File: config.mk
export PLATFORM = sky130hd
export DESIGN_NAME = serial_compare_sequencer
export DESIGN_NICKNAME = d
export VERILOG_FILES = /design/src/rtl/serial_compare_sequencer.sv
export SDC_FILE = /design/constraint.sdc
export NUM_CORES = 1
export LEC_CHECK = 0
export CAP_MARGIN = 20
export CELL_PAD_IN_SITES_DETAIL_PLACEMENT = 0
export CELL_PAD_IN_SITES_GLOBAL_PLACEMENT = 1
export CORE_ASPECT_RATIO = 1.4
export CORE_MARGIN = 1
export CORE_UTILIZATION = 30
export DETAILED_ROUTE_END_ITERATION = 8
export MAX_ROUTING_LAYER = met4
export PLACE_DENSITY = 0.77
export SYNTH_ARGS = -nofsm -noshare
export SYNTH_HDL_FRONTEND = slang
export SYNTH_SLANG_ARGS = --single-unit
File: constraint.sdc
create_clock -name clk -period 1.9 [get_ports clk]
set_input_delay 0.57 -clock clk [delete_from_list [all_inputs] [get_ports clk]]
set_output_delay 0.57 -clock clk [all_outputs]
set_load 0.02 [all_outputs]
File: src/rtl/serial_compare_sequencer.sv
// Bit-serial magnitude compare sequencer: takes an operand pair over a
// valid/ready handshake, walks the bits MSB-first one per clock and stops at
// the first differing bit. The result goes out as one-hot less/equal/greater
// over a second valid/ready handshake.
//
// state | meaning
// ------+------------------------------------------------------------
// IDLE  | waiting for an operand pair, in_ready high
// SHIFT | comparing one bit per cycle, MSB first
// DONE  | result held on the outputs until out_ready
module serial_compare_sequencer #(
   parameter int WIDTH = 8
) (
   input  logic                         clk,
   input  logic                         rst,
   input  logic                         in_valid,
   output logic                         in_ready,
   input  logic [WIDTH-1:0]             a,
   input  logic [WIDTH-1:0]             b,
   output logic                         out_valid,
   input  logic                         out_ready,
   output logic                         a_less_b,
   output logic                         a_eq_b,
   output logic                         a_greater_b,
   output logic [$clog2(WIDTH+1)-1:0]   bits_used,
   output logic                         busy
);

   localparam int CW = $clog2(WIDTH + 1);

   localparam logic [1:0] ST_IDLE  = 2'd0;
   localparam logic [1:0] ST_SHIFT = 2'd1;
   localparam logic [1:0] ST_DONE  = 2'd2;

   logic [1:0]       state;
   logic [WIDTH-1:0] sa;
   logic [WIDTH-1:0] sb;
   logic [CW-1:0]    cnt;
   logic             prev_eq;
   logic             prev_lt;

   logic             x;
   logic             y;
   logic             eq_bit;
   logic             lt_bit;
   logic             last;

   // in_ready is held low through reset so nothing is accepted on a reset edge
   assign in_ready = ~rst & (state == ST_IDLE);
   assign busy     = (state != ST_IDLE);

   // Per-bit compare of the current MSBs and the stop condition
   always_comb begin
      x      = sa[WIDTH-1];
      y      = sb[WIDTH-1];
      eq_bit = prev_eq & (x == y);
      lt_bit = prev_eq ? (~x & y) : prev_lt;
      last   = (x != y) || (cnt == CW'(WIDTH - 1));
   end

   // Sequencer FSM, shift registers, bit counter and result capture
   always_ff @(posedge clk) begin
      if (rst) begin
         state       <= ST_IDLE;
         sa          <= '0;
         sb          <= '0;
         cnt         <= '0;
         prev_eq     <= 1'b1;
         prev_lt     <= 1'b0;
         out_valid   <= 1'b0;
         a_less_b    <= 1'b0;
         a_eq_b      <= 1'b0;
         a_greater_b <= 1'b0;
         bits_used   <= '0;
      end else begin
         case (state)
            ST_IDLE: begin
               if (in_valid) begin
                  sa      <= a;
                  sb      <= b;
                  prev_eq <= 1'b1;
                  prev_lt <= 1'b0;
                  cnt     <= '0;
                  state   <= ST_SHIFT;
               end
            end
            ST_SHIFT: begin
               sa  <= {sa[WIDTH-2:0], 1'b0};
               sb  <= {sb[WIDTH-2:0], 1'b0};
               cnt <= cnt + CW'(1);
               if (last) begin
                  a_eq_b      <= eq_bit;
                  a_less_b    <= lt_bit;
                  a_greater_b <= ~eq_bit & ~lt_bit;
                  bits_used   <= cnt + CW'(1);
                  out_valid   <= 1'b1;
                  state       <= ST_DONE;
               end else begin
                  prev_eq <= eq_bit;
                  prev_lt <= lt_bit;
               end
            end
            ST_DONE: begin
               if (out_ready) begin
                  out_valid   <= 1'b0;
                  a_less_b    <= 1'b0;
                  a_eq_b      <= 1'b0;
                  a_greater_b <= 1'b0;
                  bits_used   <= '0;
                  state       <= ST_IDLE;
               end
            end
            default: begin
               state <= ST_IDLE;
            end
         endcase
      end
   end

endmodule

==> flow_summary.toml <==
[power_and_ir_drop]
switchingPower_mw = 0.458
p_leak_nw = 0.699
clkPwrFrac_pct = 32.9
p_seq_share_pct = 46.3
p_int_mw = 1.18
p_total_mw = 1.64
powerDensity_nw_per_um2 = 889
power_frac_comb_pct = 20.8
power.share.switching_pct = 28.0
ir_drop_mv = 0.478

[critical_path]
cpPeakStageDelay_ns = 0.50
slowest_stage = "clkdlybuf4s50_1"
cp_num_cells = 3
critPathKind = "input pin to primary output"
path_cells = "clkdlybuf4s50_1 -> nor2_1 -> buf_4"
crit_buf_inv = 2
worstRegToRegCells = 5
crit_path_end_kind = "primary output"
crit_path_start_kind = "input pin"
cp.required_ns = 1.33
cp_top_family = "buffers and inverters"
cp_max_fo = 2
worstPathArrival_ns = 1.27

[route]
drt_pass1_iterations = 4
ant_nets = 0
dr_wl_met2_um = 1410
first_iter_violations = 28
met1_length_um = 1290
vias_per_cell = 4.58
dr.max_layer_used = "met4"
wl_per_cell_um = 10.9
drc = 0
drt_wl_total_um = 2860
wl_met3_um = 130
vias = 1199

[placement]
dp_hpwl_um = 2000
gp_congestion = 0.687
portBuffers = 29
post-place-ws_ns = -0.416
dpl-instance-area_um2 = 1760
dp_cells = 254

[global_route]
grt_usage_pct = 14.0
grt_pass1_vias = 1066
overflow = 0
grt_pass1_wl_um = 4850
grt_max_degree = 33
grt_antenna_before_repair = 0

[synth]
syn-num-nets = 191
postSynthAreaPerCell_um2 = 8.19
yosys-top-cells-count = "32 x dfxtp_1, 32 x nand2_1, 24 x nor2_1, 14 x a21oi_1, 14 x a311oi_1"
synth-seq-cells = 32
ys_top_cells_by_area = "dfxtp_1 46%, a311oi_1 8.9%, nand2_1 8.7%"
yosysUniqueCellTypes = 25
ys.flop_type = "dfxtp_1"
yosys.area.top_type = "dfxtp_1"
netlist.area_leader.share_pct = 46.3
synth_area_um2 = 1380
synth_edf_count = 0
ys_async_sr_fraction_pct = 0
yosysSeqAreaShare_pct = 46.3
ys_warn_count = 0
synthCells = 169

[finish]
area_growth_pct = 33.0
nFillCells = 468
final_cell_count_no_fill = 262
fin_nets = 223
drive_gt1_share_pct = 12.4
diodes = 0
fin_area_um2 = 1840
utilization_pct = 42.7

[clocking]
clock_sinks = 32
clockBufferDepth = 2
clk_pin_slew_worst_paths_ns = 0.07
cts_hold_buf = 0
numCtsBuffers = 5
cts_tree = "built"
insertion_delay_ns = 0.28
h-tree-depth = 2
clockRootBuffer = "clkbuf_8"

[sta]
fin_crit_ns = 1.84
setup_violations = 0
grt_setup_unrepaired = "no"
hold_viol = 0
worst_pin_slew_ns = 0.366
clock_skew_ns = 0.00527
fin_ws_ns = 0.0622
clock.fmax_mhz = 544
slew_violations = 0
fin_crit_sh_pct = 96.7
max_slew_margin_pct = 75.6

[die]
start_util_pct = 32.1
io_pins = 30
rows = 28
core-area_um2 = 4310
die_h_um = 82.4
die_width_um = 59.4
die-area_um2 = 4890

[min_path]
min-delay-path-class = "flip-flop to flip-flop"
hold_depth = 2

[job]
maxCapViolCount = 0

[status]
status = "complete, no violations"
[sequential cells by signal, indices dropped and copies added (netlist names)]
name         flops
a_greater_b      1
bits_used        4
out_valid        1
prev_eq          1
cnt              4
state            2
prev_lt          1
a_less_b         1
sa               8
sb               8
a_eq_b           1
[cell type report]
type / count / area (µm²) / area share (%)
repair buffers: 37 / 355 / 19.3
multi-input cells: 123 / 669 / 36.4
flip-flops and latches: 32 / 641 / 34.8
inverters: 2 / 7.51 / 0.408
clock buffers: 6 / 82.6 / 4.49
clock inverters: 2 / 10.0 / 0.544
well taps: 60 / 75.1 / 4.08
[power groups by stage]
| stage | logic [mW] | clock network, mW | registers [mW] |
|---|---|---|---|
| 2_1_floorplan | 0.213 | 0 | 0.781 |
| 5_1_grt | 0.391 | 0.586 | 0.763 |
| 4_1_cts | 0.348 | 0.553 | 0.757 |
| 3_5_place_dp | 0.350 | 0 | 0.772 |
| 3_3_place_gp | 0.349 | 0 | 0.771 |
| 6_report | 0.341 | 0.539 | 0.757 |
[stage by stage]
step           hold WS, ns  TNS (ns)
2_1_floorplan        0.443         0
3_3_place_gp         0.442    -0.424
3_5_place_dp         0.449    -0.416
4_1_cts              0.459         0
5_1_grt              0.490         0
6_report             0.460         0
[kinds of logic after synthesis]
group                    count (synthesis)  synth area share, %
AO/OA/AOI/OAI                           36                 18.0
AND/OR/NAND/NOR                         83                 27.3
adder cells (fa/ha/maj)                  2                 1.81
flip-flops                              32                 46.3
XOR/XNOR                                 2                 1.27
buffers and inverters                   14                 5.33
[worst paths after layout]
kind	start	to	slack (ns)
setup / recovery	rst	in_ready	0.06
hold / removal	out_valid	out_valid	0.46
setup reg to reg	state[1]	sb[1]	0.42
hold reg to reg	out_valid	out_valid	0.46
[timing repair]
action,4_1_cts,5_1_grt
resized for setup,6,2
pin swaps,0,1
hold endpoints to repair,0,0
setup endpoints to repair,2,2
buffers inserted,0,0
[cells in the final DEF, fill, tap and decap left out]
cell type        netlist  final
nand2_1               32     32
dfxtp_1               32     32
clkdlybuf4s50_1        0     27
nor2_1                24     24
a21oi_1               14     14
a311oi_1              14     14
nand3_1               11     11
buf_4                  3      8
clkbuf_8               0      6
or2_2                  4      4
nand3b_1               4      4
a22oi_1                4      4
nand2b_1               3      3
inv_1                  2      2
o21ai_0                2      2
nor2b_1                2      2
ha_1                   2      2
clkinv_2               0      2
a21o_1                 1      1
a21oi_2                1      1
xor2_1                 1      1
nor2_4                 1      1
xnor2_1                1      1
or3b_2                 1      1
or3_1                  1      1
clkbuf_2               0      1
buf_12                 0      1
[tightest hold or removal path, stage by stage (launching register included)]
cell and delay, ns:
dfxtp_1 0.31, nand2_1 0.05, a21oi_1 0.05
[metal layers]
layer | up-vias | track usage, %
li1 | 645 | -
met1 | 523 | 16.4
met2 | 27 | 21.7
met3 | 4 | 5.14
met4 | 0 | 5.00
met5 | - | -
No activity file was read; power rests on OpenSTA's default activity.
